## src/rtl/pattern_tx_pkg.sv

```systemverilog
// Shared types and constants for the pattern_tx serial transmitter.
// Optional parity bit is controlled by the PATTERN_TX_PARITY_EN macro.
package pattern_tx_pkg;

    localparam int unsigned DEFAULT_BIT_TICKS = 4;
    localparam logic [7:0]  RECOG_PATTERN     = 8'h04;

`ifdef PATTERN_TX_PARITY_EN
    typedef enum logic [1:0] {
        TX_IDLE   = 2'd0,
        TX_SHIFT  = 2'd1,
        TX_DONE   = 2'd2,
        TX_PARITY = 2'd3
    } tx_state_t;
`else
    typedef enum logic [1:0] {
        TX_IDLE  = 2'd0,
        TX_SHIFT = 2'd1,
        TX_DONE  = 2'd2
    } tx_state_t;
`endif

endpackage

```

## src/rtl/pattern_tx_bit_tick_gen.sv

```systemverilog
// Per-bit hold counter: counts 0..BIT_TICKS-1 while enabled and flags the terminal count.
module bit_tick_gen #(
    parameter int unsigned BIT_TICKS = 4
) (
    input  logic clk,
    input  logic reset_n,
    input  logic clear,
    input  logic enable,
    output logic tick_last
);

    localparam int unsigned CNT_W = (BIT_TICKS > 1) ? $clog2(BIT_TICKS) : 1;

    logic [CNT_W-1:0] cnt_q, cnt_d;

    assign tick_last = enable && (cnt_q == CNT_W'(BIT_TICKS - 1));

    // Next count: clear wins, otherwise wrap at terminal count
    always_comb begin
        cnt_d = cnt_q;
        if (clear) begin
            cnt_d = '0;
        end else if (enable) begin
            cnt_d = tick_last ? '0 : cnt_q + CNT_W'(1);
        end
    end

    // Counter register
    always_ff @(posedge clk or negedge reset_n) begin
        if (!reset_n) begin
            cnt_q <= '0;
        end else begin
            cnt_q <= cnt_d;
        end
    end

endmodule

```

## src/rtl/pattern_tx.sv

```systemverilog
// Serial transmitter: captures a word on start and shifts it out MSB-first,
// each bit held BIT_TICKS cycles, followed by a one-cycle done pulse.
// Define PATTERN_TX_PARITY_EN to append an even-parity bit to each frame.
module pattern_tx
    import pattern_tx_pkg::*;
#(
    parameter int unsigned DATA_W    = 8,
    parameter int unsigned BIT_TICKS = DEFAULT_BIT_TICKS
) (
    input  logic              clk,
    input  logic              reset_n,
    input  logic              start,
    input  logic [DATA_W-1:0] data_in,
    output logic              ser_out,
    output logic              ser_valid,
    output logic              busy,
    output logic              done
);

    localparam int unsigned BIT_W = $clog2(DATA_W);

    tx_state_t         state_q, state_d;
    logic [DATA_W-1:0] shreg_q, shreg_d;
    logic [BIT_W-1:0]  bit_q, bit_d;
    logic              tick_last;
    logic              tick_clear;
    logic              ser_out_d, ser_valid_d, busy_d, done_d;
`ifdef PATTERN_TX_PARITY_EN
    logic              par_q, par_d;
`endif

    assign tick_clear = (state_q == TX_IDLE) || (state_q == TX_DONE);

    bit_tick_gen #(
        .BIT_TICKS (BIT_TICKS)
    ) u_tick (
        .clk       (clk),
        .reset_n   (reset_n),
        .clear     (tick_clear),
        .enable    (!tick_clear),
        .tick_last (tick_last)
    );

    // State, shift register and bit counter
    always_ff @(posedge clk or negedge reset_n) begin
        if (!reset_n) begin
            state_q <= TX_IDLE;
            shreg_q <= '0;
            bit_q   <= '0;
`ifdef PATTERN_TX_PARITY_EN
            par_q   <= 1'b0;
`endif
        end else begin
            state_q <= state_d;
            shreg_q <= shreg_d;
            bit_q   <= bit_d;
`ifdef PATTERN_TX_PARITY_EN
            par_q   <= par_d;
`endif
        end
    end

    // Next-state and datapath update
    always_comb begin
        state_d = state_q;
        shreg_d = shreg_q;
        bit_d   = bit_q;
`ifdef PATTERN_TX_PARITY_EN
        par_d   = par_q;
`endif
        case (state_q)
            TX_IDLE: begin
                if (start) begin
                    shreg_d = data_in;
                    bit_d   = '0;
`ifdef PATTERN_TX_PARITY_EN
                    par_d   = ^data_in;
`endif
                    state_d = TX_SHIFT;
                end
            end
            TX_SHIFT: begin
                if (tick_last) begin
                    shreg_d = {shreg_q[DATA_W-2:0], 1'b0};
                    bit_d   = bit_q + BIT_W'(1);
                    if (bit_q == BIT_W'(DATA_W - 1)) begin
                        bit_d   = '0;
`ifdef PATTERN_TX_PARITY_EN
                        state_d = TX_PARITY;
`else
                        state_d = TX_DONE;
`endif
                    end
                end
            end
`ifdef PATTERN_TX_PARITY_EN
            TX_PARITY: begin
                if (tick_last) begin
                    state_d = TX_DONE;
                end
            end
`endif
            TX_DONE: begin
                state_d = TX_IDLE;
            end
            default: begin
                state_d = TX_IDLE;
            end
        endcase
    end

    // Output values for the upcoming cycle, decoded from next state
    always_comb begin
        ser_out_d   = 1'b0;
        ser_valid_d = 1'b0;
        busy_d      = 1'b0;
        done_d      = 1'b0;
        case (state_d)
            TX_SHIFT: begin
                ser_out_d   = shreg_d[DATA_W-1];
                ser_valid_d = 1'b1;
                busy_d      = 1'b1;
            end
`ifdef PATTERN_TX_PARITY_EN
            TX_PARITY: begin
                ser_out_d   = par_d;
                ser_valid_d = 1'b1;
                busy_d      = 1'b1;
            end
`endif
            TX_DONE: begin
                done_d = 1'b1;
            end
            default: begin
                ser_out_d = 1'b0;
            end
        endcase
    end

    // Registered outputs
    always_ff @(posedge clk or negedge reset_n) begin
        if (!reset_n) begin
            ser_out   <= 1'b0;
            ser_valid <= 1'b0;
            busy      <= 1'b0;
            done      <= 1'b0;
        end else begin
            ser_out   <= ser_out_d;
            ser_valid <= ser_valid_d;
            busy      <= busy_d;
            done      <= done_d;
        end
    end

endmodule

```

## config.mk

```make
export PLATFORM = sky130hd
export DESIGN_NAME = pattern_tx
export DESIGN_NICKNAME = d
export VERILOG_FILES = /design/src/rtl/pattern_tx_pkg.sv /design/src/rtl/pattern_tx_bit_tick_gen.sv /design/src/rtl/pattern_tx.sv
export SDC_FILE = /design/constraint.sdc
export NUM_CORES = 1
export LEC_CHECK = 0
export CAP_MARGIN = 30
export CORE_UTILIZATION = 50
export CTS_BUF_LIST = sky130_fd_sc_hd__clkbuf_2
export DETAILED_ROUTE_END_ITERATION = 10
export GPL_TIMING_DRIVEN = 0
export PLACE_DENSITY = 0.83
export SYNTH_ARGS = -nofsm -noshare
export SYNTH_HDL_FRONTEND = slang
export SYNTH_SLANG_ARGS = --single-unit
export TNS_END_PERCENT = 10
```

## constraint.sdc

```tcl
create_clock -name clk -period 1.9 [get_ports clk]
set_clock_uncertainty 0.2 [all_clocks]
set_input_delay 0.19 -clock clk [delete_from_list [all_inputs] [get_ports clk]]
set_output_delay 0.19 -clock clk [all_outputs]
set_load 0.01 [all_outputs]
```

==> run_results.csv, run 1 <==
group,metric,value,unit
outcome,outcome,"finished clean",
critical_path,crit_required,1.95,ns
routing,vias_per_cell,5.72,
power,cellPowerDensity,1260,nW/um^2
cts,clkSinkCount,18,
cts,cts_buffer_depth,2,
sta,final-hold-violation-count,0,
power,pwr-share-seq,0.477,
power,netSwitchingFraction,0.348,
place,pre_cts_ws,0.164,ns
routing,vias,612,
routing,wl_met2,672,microns
power,p_clk_frac,0.125,
die,fp.dieW,42.6,microns
power,p_int,0.000823,W
critical_path,max_stage_delay,0.42,ns
routing,wl_per_cell,13.5,microns
power,p_sw,0.000439,W
critical_path,path_max_fanout,10,
critical_path,r2r-start,"u_tick.cnt_q[0]",
routing,met3_length,59,microns
routing,routed.top_layer,"met4",
critical_path,reg2reg_to,"shreg_q[0]",
sta,setup_violations,0,
die,die_area,1810,sq um
cts,numCtsBuffers,3,
critical_path,worstSetupStartpointType,"flip-flop",
sta,relSlewSlack,0.488,
routing,drc,0,
final_layout,postLayoutCellArea,1000,sq um
yosys,ys.flop_type,"dfrtp_1",
critical_path,cp_top_family,"multiplexers",
sta,tns,0,ns
final_layout,final_cells,107,
sta,layout_setup_ws,0.188,ns
critical_path,cp.arrival,1.77,ns
yosys,syn_area,823,sq um
die,initial_utilization,0.540,
cts,cts_hold_buf,0,
yosys,syn_area_per_cell,11.3,sq um
critical_path,rr_worst_depth,4,
critical_path,crit_chain,"ha_1 > mux2i_2 > or2_4 > a22o_1",
place,port_buffers,14,
power,peakVddDrop,684,uV
final_layout,fillers,130,
final_layout,n_antenna_cell,0,
yosys,synth_compound_gate_area_share,0.196,
yosys,synth-seq-cells,18,
global_routing,grt_max_degree,19,
sta,fin_crit_sh,0.901,
yosys,synth.mux.area_fraction,0.0167,
place,dpl.cell_count,103,
final_layout,drive_gt1_frac,0.110,
global_routing,grt_antenna_before_repair,0,
yosys,synth_nets,87,
routing,firstDrtPassIters,4,
die,io_pins,15,
job,cap_violations,0,
die,rows,14,
power,p_leak,0.455,nW
place,place_area,983,sq um
routing,met1_length,676,microns
sta,worstMarginPinSlew,0.766,ns
cts,cts.htree.levels,1,
yosys,yosys_warnings,0,
critical_path,end_kind,"flip-flop",
sta,max_freq,0.584,GHz
routing,antenna_left,0,
yosys,synth_top_family_by_area,"compound AO/OA/AOI/OAI gates",
global_routing,grt_usage,0.193,
global_routing,grt_pass1_vias,609,
global_routing,grt.overflow.total,0,
cts,ctsResizeCount,0,
sta,rsz0062_at_grt,"no",
critical_path,critPathBufInv,0,
cts,clk_latency,0.30,ns
critical_path,cpMaxStageDelayCell,"mux2i_2",
routing,drt_iter0_markers,11,
cts,cts_tree,"done",
die,core_area,1520,sq um
final_layout,areaGrowthSynthToFinish,21.7,%
sta,drv_slew,0,
final_layout,nets,106,
place,dp.final_hpwl,1040,microns
cts,cts-root-buf,"clkbuf_2",
yosys,synthArstFlopShare,1.00,
global_routing,grt_pass1_wl,2560,microns
power,combinationalPowerShare,0.398,
yosys,syn_inst,73,
cts,clk_pin_slew,0.17,ns
place,place.gp.congestion,0.766,
yosys,synthAdderAreaFrac,0.0456,
routing,finalWirelength,1440,microns
sta,period_minus_slack,1.71,ns
yosys,synth-simple-area-share,0.161,
yosys,synth-xor-area-share,0,
critical_path,r2r_setup_slack,0.19,ns
die,fp.dieH,42.6,microns
yosys,yosysSeqAreaShare,0.547,
yosys,synth_edf_count,0,
yosys,ys_types,27,
critical_path,path_class,"flip-flop to flip-flop",
min_path,min_path_type,"input port to asynchronous set/reset pin",
sta,whs,0.116,ns
cts,post_cts_buffers,0,
[cell usage in the layout (no fill, tap or decap), types with 2 or more instances in the layout]
cell,instances
ha_1,3
and2_1,3
o21ai_0,9
a311oi_1,2
a22oi_1,6
o21ai_1,3
clkbuf_2,4
buf_4,2
dfrtp_1,18
nand2_1,9
clkdlybuf4s50_1,14
[through the flow]
step	total power, W	util
2_1_floorplan	0.000959	-
6_report	0.00126	0.658
3_3_place_gp	0.00109	0.645
3_5_place_dp	0.00112	0.645
5_1_grt	0.00138	0.658
4_1_cts	0.00128	0.658
[per-layer routing]
layer  track usage  vias up
met3        0.0259        4
li1              -      302
met4         0.131        0
met5             0        -
met1         0.242      285
met2         0.308       21
[state kept, by name, summed over array words and instances, names as in the netlist]
name          flops
bit_q             3
busy              1
done              1
ser_out           1
shreg_q           8
state_q           2
u_tick.cnt_q      2
[kinds of logic after synthesis]
kind of cell	after synthesis
AO/OA/AOI/OAI	25
AND/OR/NAND/NOR	21
flip-flops	18
buffers and inverters	5
adder cells (fa/ha/maj)	3
multiplexers	1
[cells in the mapped netlist, types with 2 or more instances]
master    count  area share
o21ai_0       9       0.055
nand2_1       9       0.041
a311oi_1      2       0.021
o21ai_1       3       0.018
buf_4         2       0.018
and2_1        3       0.023
a22oi_1       6       0.055
dfrtp_1      18        0.55
ha_1          3       0.046
[worst register-to-register path: cells and delay by family (launching register included)]
family          cells  cell delay, ns
compound gates      1            0.12
flops               1            0.41
simple gates        1            0.23
fa+ha+maj           1            0.29
mux                 1            0.42
[worst max path at each step]
stage / from / end / slack [ns] / cells past startpoint
after global placement: start / bit_q[2] / 0.17 / 4
after CTS: u_tick.cnt_q[0] / shreg_q[0] / 0.16 / 4
after detailed placement: start / bit_q[1] / 0.16 / 4
final: u_tick.cnt_q[0] / shreg_q[0] / 0.19 / 4
after global routing: u_tick.cnt_q[0] / shreg_q[0] / 0.11 / 4
after floorplan: bit_q[0] / bit_q[0] / 0.39 / 4
[cell type report]
cell class,instances,area [sq um],share of cell area
Buffer,4,23.8,0.0237
Clock buffer,3,15.0,0.0150
Clock inverter,1,3.75,0.00375
Inverter,1,3.75,0.00375
Multi-Input combinational cell,50,345,0.345
Sequential cell,18,450,0.449
Tap cell,16,20.0,0.0200
Timing Repair Buffer,14,140,0.140
[power by group through the flow]
stage | combinational [W] | sequential [W] | clock [W]
6_report | 0.000502 | 0.000601 | 0.000158
3_3_place_gp | 0.000491 | 0.000601 | 0
5_1_grt | 0.000577 | 0.000619 | 0.000180
3_5_place_dp | 0.000508 | 0.000610 | 0
2_1_floorplan | 0.000364 | 0.000595 | 0
4_1_cts | 0.000508 | 0.000602 | 0.000165
Power figures use the tool's default switching activity.
==> run 2: changes to the inputs <==
--- a/config.mk
+++ b/config.mk
@@ -8,6 +8,7 @@
 export CAP_MARGIN = 30
 export CORE_UTILIZATION = 50
 export CTS_BUF_LIST = sky130_fd_sc_hd__clkbuf_2
+export CTS_CLUSTER_DIAMETER = 200
 export DETAILED_ROUTE_END_ITERATION = 10
 export GPL_TIMING_DRIVEN = 0
 export PLACE_DENSITY = 0.83
==> results of run 2 <==
No change in the layout: final DEF, timing and power equal those of run 1.
